===== src/rtl/program_loader.sv =====
// Byte-stream program loader: reads a length-prefixed, XOR-checksummed word stream and
// writes it into program memory, holding the downstream CPU in reset until a good load.
//
// state    | meaning
// ---------+-----------------------------------------------------
// S_IDLE   | after reset, waiting for start
// S_LEN_HI | expecting the word-count high byte
// S_LEN_LO | expecting the word-count low byte
// S_DATA   | assembling a 32-bit word, MSB first
// S_WRITE  | one-cycle memory write of the assembled word
// S_CHECK  | expecting the checksum byte
// S_DONE   | load good, CPU released (sticky until next start)
// S_ERROR  | checksum mismatch or timeout (sticky until next start)
module program_loader #(
   parameter logic [15:0] BASE_ADDR = 16'h0000,
   parameter int unsigned TIMEOUT   = 1024
) (
   input  logic        clk,
   input  logic        reset,
   input  logic        start,
   input  logic        in_valid,
   input  logic [7:0]  in_data,
   output logic        in_ready,
   output logic [15:0] mem_addr,
   output logic [31:0] mem_data_in,
   output logic        mem_we,
   output logic        cpu_reset,
   output logic        load_done,
   output logic        load_error,
   output logic [15:0] words_loaded
);

   localparam int IW = $clog2(TIMEOUT + 1);

   typedef enum logic [2:0] {
      S_IDLE, S_LEN_HI, S_LEN_LO, S_DATA, S_WRITE, S_CHECK, S_DONE, S_ERROR
   } state_t;

   state_t         state_q, state_d;
   logic [15:0]    len_q, len_d;
   logic [31:0]    word_q, word_d;
   logic [1:0]     byte_cnt_q, byte_cnt_d;
   logic [7:0]     chk_q, chk_d;
   logic [15:0]    words_q, words_d;
   logic [IW-1:0]  idle_q, idle_d;
   logic           in_ready_q, mem_we_q, cpu_reset_q, load_done_q, load_error_q;
   logic [15:0]    mem_addr_q;
   logic [31:0]    mem_data_q;

   logic           xfer, byte_state, timeout_hit;
   logic [IW-1:0]  idle_inc;

   assign xfer        = in_valid & in_ready_q;
   assign byte_state  = (state_q == S_LEN_HI) || (state_q == S_LEN_LO) ||
                        (state_q == S_DATA)   || (state_q == S_CHECK);
   assign idle_inc    = idle_q + 1'b1;
   assign timeout_hit = (idle_inc == IW'(TIMEOUT));

   always_comb begin
      state_d    = state_q;
      len_d      = len_q;
      word_d     = word_q;
      byte_cnt_d = byte_cnt_q;
      chk_d      = chk_q;
      words_d    = words_q;
      case (state_q)
         S_IDLE, S_DONE, S_ERROR: begin
            if (start) begin
               state_d    = S_LEN_HI;
               words_d    = 16'd0;
               chk_d      = 8'd0;
               byte_cnt_d = 2'd0;
            end
         end
         S_LEN_HI: begin
            if (xfer) begin
               len_d[15:8] = in_data;
               state_d     = S_LEN_LO;
            end
         end
         S_LEN_LO: begin
            if (xfer) begin
               len_d[7:0] = in_data;
               state_d    = ({len_q[15:8], in_data} == 16'd0) ? S_CHECK : S_DATA;
            end
         end
         S_DATA: begin
            if (xfer) begin
               word_d     = {word_q[23:0], in_data};
               chk_d      = chk_q ^ in_data;
               byte_cnt_d = byte_cnt_q + 2'd1;
               if (byte_cnt_q == 2'd3) state_d = S_WRITE;
            end
         end
         S_WRITE: begin
            words_d = words_q + 16'd1;
            state_d = ((words_q + 16'd1) == len_q) ? S_CHECK : S_DATA;
         end
         S_CHECK: begin
            if (xfer) state_d = (in_data == chk_q) ? S_DONE : S_ERROR;
         end
         default: state_d = S_IDLE;
      endcase
      if (byte_state && !xfer && timeout_hit) state_d = S_ERROR;
   end

   // Idle counter restarts on any transfer and on every state change.
   always_comb begin
      idle_d = '0;
      if (byte_state && !xfer && (state_d == state_q)) idle_d = idle_inc;
   end

   always_ff @(posedge clk) begin
      if (!reset) begin
         state_q      <= S_IDLE;
         len_q        <= 16'd0;
         word_q       <= 32'd0;
         byte_cnt_q   <= 2'd0;
         chk_q        <= 8'd0;
         words_q      <= 16'd0;
         idle_q       <= '0;
         in_ready_q   <= 1'b0;
         mem_we_q     <= 1'b0;
         mem_addr_q   <= 16'd0;
         mem_data_q   <= 32'd0;
         cpu_reset_q  <= 1'b1;
         load_done_q  <= 1'b0;
         load_error_q <= 1'b0;
      end else begin
         state_q      <= state_d;
         len_q        <= len_d;
         word_q       <= word_d;
         byte_cnt_q   <= byte_cnt_d;
         chk_q        <= chk_d;
         words_q      <= words_d;
         idle_q       <= idle_d;
         in_ready_q   <= (state_d == S_LEN_HI) || (state_d == S_LEN_LO) ||
                         (state_d == S_DATA)   || (state_d == S_CHECK);
         mem_we_q     <= (state_d == S_WRITE);
         cpu_reset_q  <= (state_d != S_DONE);
         load_done_q  <= (state_d == S_DONE);
         load_error_q <= (state_d == S_ERROR);
         // words_q still holds the pre-increment count while entering WRITE.
         if (state_d == S_WRITE) begin
            mem_addr_q <= BASE_ADDR + words_q;
            mem_data_q <= word_d;
         end
      end
   end

   assign in_ready     = in_ready_q;
   assign mem_we       = mem_we_q;
   assign mem_addr     = mem_addr_q;
   assign mem_data_in  = mem_data_q;
   assign cpu_reset    = cpu_reset_q;
   assign load_done    = load_done_q;
   assign load_error   = load_error_q;
   assign words_loaded = words_q;

endmodule


===== config.mk =====
export PLATFORM = sky130hd
export DESIGN_NAME = program_loader
export DESIGN_NICKNAME = d
export VERILOG_FILES = /design/src/rtl/program_loader.sv
export SDC_FILE = /design/constraint.sdc
export NUM_CORES = 1
export LEC_CHECK = 0
export CELL_PAD_IN_SITES_DETAIL_PLACEMENT = 0
export CELL_PAD_IN_SITES_GLOBAL_PLACEMENT = 1
export CORE_MARGIN = 8
export CORE_UTILIZATION = 36
export CTS_CLUSTER_SIZE = 14
export DETAILED_ROUTE_END_ITERATION = 8
export GPL_ROUTABILITY_DRIVEN = 0
export PLACE_DENSITY_LB_ADDON = 0.1
export SLEW_MARGIN = 20
export SYNTH_ARGS = -nofsm -noshare
export SYNTH_HDL_FRONTEND = slang
export SYNTH_SLANG_ARGS = --single-unit

===== constraint.sdc =====
create_clock -name clk -period 2.4 [get_ports clk]
set_clock_uncertainty 0.1 [all_clocks]
set_input_delay 0.48 -clock clk [delete_from_list [all_inputs] [get_ports clk]]
set_output_delay 0.48 -clock clk [all_outputs]
set_load 0.1 [all_outputs]

Word level (Yosys, flattened, before mapping):

Cells that the tools add are included.

* memories: 0
* input port bits: 12
* bits in read-only memories: 0
* bits in writable memories: 0
* bits in latches: 0
* logic and storage cells: 83
* flip-flop bits (word level): 141
* output and inout bits: 69

* reduce and logical (&&, ||, !) cells: 20
* $mul: 0
* $lt $le $gt $ge: 0
* div/mod/pow operators: 0
* $add $sub $neg: 3
* eq/ne operators: 22
* multiplexer cells: 21
* shift-type cells: 0
* bitwise gates (word level): 2

Operator list (number)
* two-way mux 32 bit: 2
* case mux 16 bit (2 select lines): 1
* two-way mux 3 bit: 9
* equality test 3 bit (second input constant): 8
* case mux 3 bit (6 select lines): 1
* adder 16 x 1 -> 16 bit (second input constant): 1
* equality test 16 bit: 1
* zero test 16 bit: 1
* two-way mux 16 bit: 1
* two-way mux 8 bit: 2
* case mux 8 bit (2 select lines): 1
* equality test 3 x 2 -> 1 bit (second input constant): 4
* adder 11 x 1 -> 11 bit (second input constant): 1
* equality test 11 bit (second input constant): 1
* equality test 8 bit: 1
* AND reduction 2 bit: 4
* XOR 8 bit: 1
* equality test 3 x 1 -> 1 bit (second input constant): 2
* logical OR 1 bit: 6
* two-way mux 2 bit: 2
* inequality test 2 bit (second input constant): 2
* case mux 2 bit (2 select lines): 1
* nonzero test 2 bit: 2
* equality test 3 bit: 1
* other kinds (10): 12

Logic depth before layout (Yosys ltp):

* depth in word-level cells: 11
* gate-level depth with buffers: 9
* depth with buffers taken out: 8

Worst setup path after synthesis:

Ideal clock, no wire load.

* path type: flip-flop to flip-flop
* start: register words_q[0], in the netlist words_loaded[0]
* end: register state_q[2]
* clock period less this slack: 3031 ps
* library setup time: 74 ps
* setup slack: -631 ps
* cell stages (with the launch flop): 9
* buffers on the path: 0
* data required time: 2226 ps
* arrival time: 2857 ps
* path through: dfxtp_1 ha_1 and3_1 and3_1 xnor2_1 nor4_1 nand4_1 or4_1 o21ai_0

* longest elaborated chain between the ends: 5

RTL lines
* from (decl): line 44 `logic [15:0] words_q, words_d;`
* from (signal assigned): line 135 `words_q <= words_d;`
* adder 16 x 1 -> 16 bit: line 97 `state_d = ((words_q + 16'd1) == len_q) ? S_CHECK : S_DATA;`
* equality test 16 bit: line 97
* two-way mux 3 bit: line 97
* case mux 3 bit (6 select lines): line 66 `case (state_q)`
* two-way mux 3 bit: line 104 `if (byte_state && !xfer && timeout_hit) state_d = S_ERROR;`
* to (signal assigned): line 130 `state_q <= state_d;`
* to (decl): line 39 `state_t state_q, state_d;`

No other way between the ends.
A chain may end at the register's enable or synchronous reset.

Final worst setup path:

* start: input in_data[7]
* end: register cpu_reset_q, in the netlist cpu_reset

* longest elaborated chain between the ends: 6
* elaborated cells between the ends (all ways): 9
* those cells by class: 2 x eq/ne; 6 x mux; 1 x reduce/logical

RTL lines
* from (decl): line 22 `input logic [7:0] in_data,`
* equality test 8 bit or zero test 16 bit (tied branches): line 100, 84
* two-way mux 1 bit or two-way mux 3 bit (tied branches): line 100, 84
* two-way mux 3 bit, on equally long branches: line 100, 82
* case mux 3 bit (6 select lines) *: line 66
* two-way mux 3 bit *: line 104
* inequality test 3 bit *: line 140 `cpu_reset_q <= (state_d != S_DONE);`
* to (signal assigned): line 140
* to (decl): line 46 `logic in_ready_q, mem_we_q, cpu_reset_q, load_done_q, load_error_q;`

Every way passes the cells marked *; elsewhere a longest branch is shown, timed or not.

==> results.md <==
- CP Capture Type: register
- Number of vias per cell: 4.935
- Num CTS Buffers: 17
- Reg-to-Reg Start: words_loaded[0]$_SDFFE_PN0P_
- Area grow syn2layout: 33.09%
- Final cycle utilization of the critical path: a little under 100%
- Initial core utilization: a little under two fifths
- 1st-pass router iterations: 5
- Die area: 20,500 um2
- Initial antenna violation count: 0
- Cell family with most CP delay: simple AND/OR/NAND/NOR gates
- Grt ovf: 0
- Vias in the first global route: 5,288
- CTS Hold Buffers Added: 0
- Post-synth EDFFs: 0
- Crit-path max cell delay: 0.45 ns
- Clock sink count: ~130
- Post-synth top flop: dfxtp_1
- Routed vias: approximately 5.3k
- DP HPWL: about 12,000 um
- Clk buf depth: 2
- Clock slew at reported path FFs: roughly 0.06 ns
- Post-route insts no fill: 1,077
- Worst path required time: roughly 2.6 ns
- IO Count: a little over 80
- Ant. Diodes: 0
- Slowest CP cell: clkdlybuf4s50_1
- Hold Violations, Final: 0
- Warnings from Yosys: 0
- CP Buf/Inv Count: 1
- # setup viols final: 0
- Seq/Total Area, Yosys: 45.72%
- PwrDens: 648.7 nW/um2
- Port bufs: 80
- CTS tree: yes
- Status: finished clean
- Placement Cell Area: 7068 um2
- Crit path max fanout: 2
- Peak supply drop: 0.0004654 V
- Commonest non-fill, non-tap cell in the layout: nand2_1
- First-pass GRT wire length: 26,950 um
- Ys async rst share: 0%
- Layout cells sized above 1: 23.81%
- Design area: 7750 um2
- Setup CP Type: in2reg
- Source of the worst hold timing path: idle_q[0]$_SDFF_PN0_
- Max Cap Viol: 0
- Post-Syn Area: slightly below 6000 um2
- Worst-skew pair later-pin latency: 0.41 ns
- H-tree Lvls: 4
- Final Max Slew Viols: 0
- Post-route ant nets: 0
- DRC Markers: 0
- CP startpoint: in_data[7]
- Die H: around 140 um
- Leak: 2.980 nW
- Final WL: 16,460 um
- Largest net degree at the start of global routing: 57
- Overall Global Routing Usage: 16.67%
- Placed Cells incl. Taps: about 1.0k
- F_max: 431.0 MHz
- Arr. time, crit path: 2.52 ns
- Hold WC Path Type: reg2reg
- Mapped Cells: 745
- Cell Rows: 46
- Core area: 15,830 um2
- Die Width: 143.2 um
- Netlist cell types: 47
- Register bit total from synthesis: 133
- Crit start category: input pin
- Average size of a mapped cell: 7.816 um2
- Initial DRC count: between 200 and 300
- Tmin final: 2.320 ns
- CP Cell Sequence: clkdlybuf4s50_1, nor4_2, nand4_1, mux2_4, o31ai_4, nand2_1, a21o_1, or2_1
- Most frequent cells in the layout: 171 x nand2_1, 124 x buf_4, 115 x dfxtp_1
- Slew @ Worst Pin: 0.9294 ns
- Nets: 864
- Wire per inst: 15.29 um
- Rel. slew slack: 38.04%
- Post-synth net total: 761
- CTS Root Cell: clkbuf_16
==> metrics by stage <==
stage	setup TNS (ns)	power, mW	hold slack [ns]	util [%]	setup WS [ns]
after floorplan	-0.2385	2.421	0.3322	-	-0.2385
after global placement	-3.721	2.522	0.3427	44.66	-0.4919
after detailed placement	-4.154	2.525	0.3468	44.66	-0.5143
after CTS	0	5.096	0.3553	48.43	0.003642
after global routing	-0.01179	5.226	0.3629	48.96	-0.008820
final	0	5.027	0.3507	48.96	0.07976
==> final timing paths <==
path / end / slack (ns) / cells after the start
min: idle_q[0]$_SDFF_PN0_ / 0.35 / 1
max reg2reg: state_q[2]$_SDFF_PN0_ / 0.14 / 8
min reg2reg: idle_q[0]$_SDFF_PN0_ / 0.35 / 1
max: cpu_reset$_SDFF_PN1_ / 0.08 / 8
==> routing by layer <==
metal | global-route usage, % | vias to the layer above | wire [um]
met1 | 20.87 | 2492 | 7613
met2 | 27.31 | 92 | 7871
met5 | 0 | - | 0
li1 | - | 2718 | -
met3 | 4.474 | 13 | 762
met4 | 5.034 | 0 | 215
==> power breakdown <==
part / switching (mW) / internal (mW) / total, mW
registers: 0.0185 / 2.22 / 2.24
clock network: 1.02 / 1.53 / 2.55
logic: 0.151 / 0.0932 / 0.244
==> cells by family after synthesis <==
kind of cell    count (synthesis)  share of synthesized area (%)
fa+ha+maj                       4                         0.8595
buf+inv                        64                          4.319
simple gates                  330                          25.16
xor+xnor                       40                          6.016
compound gates                155                          14.63
mux                            19                          3.287
flops                         133                          45.72
==> synthesized netlist by cell type (5+ instances only) <==
master      n  share of area [%]
clkbuf_1   51                3.3
nand4_1     8               0.86
dfxtp_1   133                 46
mux2i_1    18                3.1
nor2_1     66                4.3
xor2_1     25                3.8
a31oi_1     6               0.64
nand2_1   172                 11
nand3_1    14                1.2
nor3_1     23                2.0
inv_1       5               0.32
xnor2_1    15                2.3
a21oi_1    99                8.5
and3_1      7               0.75
o21ai_0    31                2.7
and2_1      6               0.64
nor4_1      9               0.97
buf_2       6               0.52
==> registers in the layout, indices dropped and copies added (netlist names), 2 cells and up <==
register,flops
state_q,3
mem_data_in,32
mem_addr,16
chk_q,8
byte_cnt_q,2
words_loaded,16
idle_q,11
word_q,24
len_q,16
==> what timing repair did <==
action / 4_1_cts / 5_1_grt
pin swaps: 2 / 9
setup buffers: 1 / 0
gates resized for setup: 2 / 22
endpoints found under the setup margin: 7 / 9
==> final cells by class <==
type / count / area (um2)
Sequential cell: 133 / 2690
Multi-Input combinational cell: 548 / 3003
Clock buffer: 17 / 425.4
Timing Repair Buffer: 142 / 1181
Inverter: 6 / 23.77
Fill cell: 1565 / 8078
Clock inverter: 15 / 156.4
Tap cell: 216 / 270.3
Note: power is estimated with default switching activity, not from simulation.
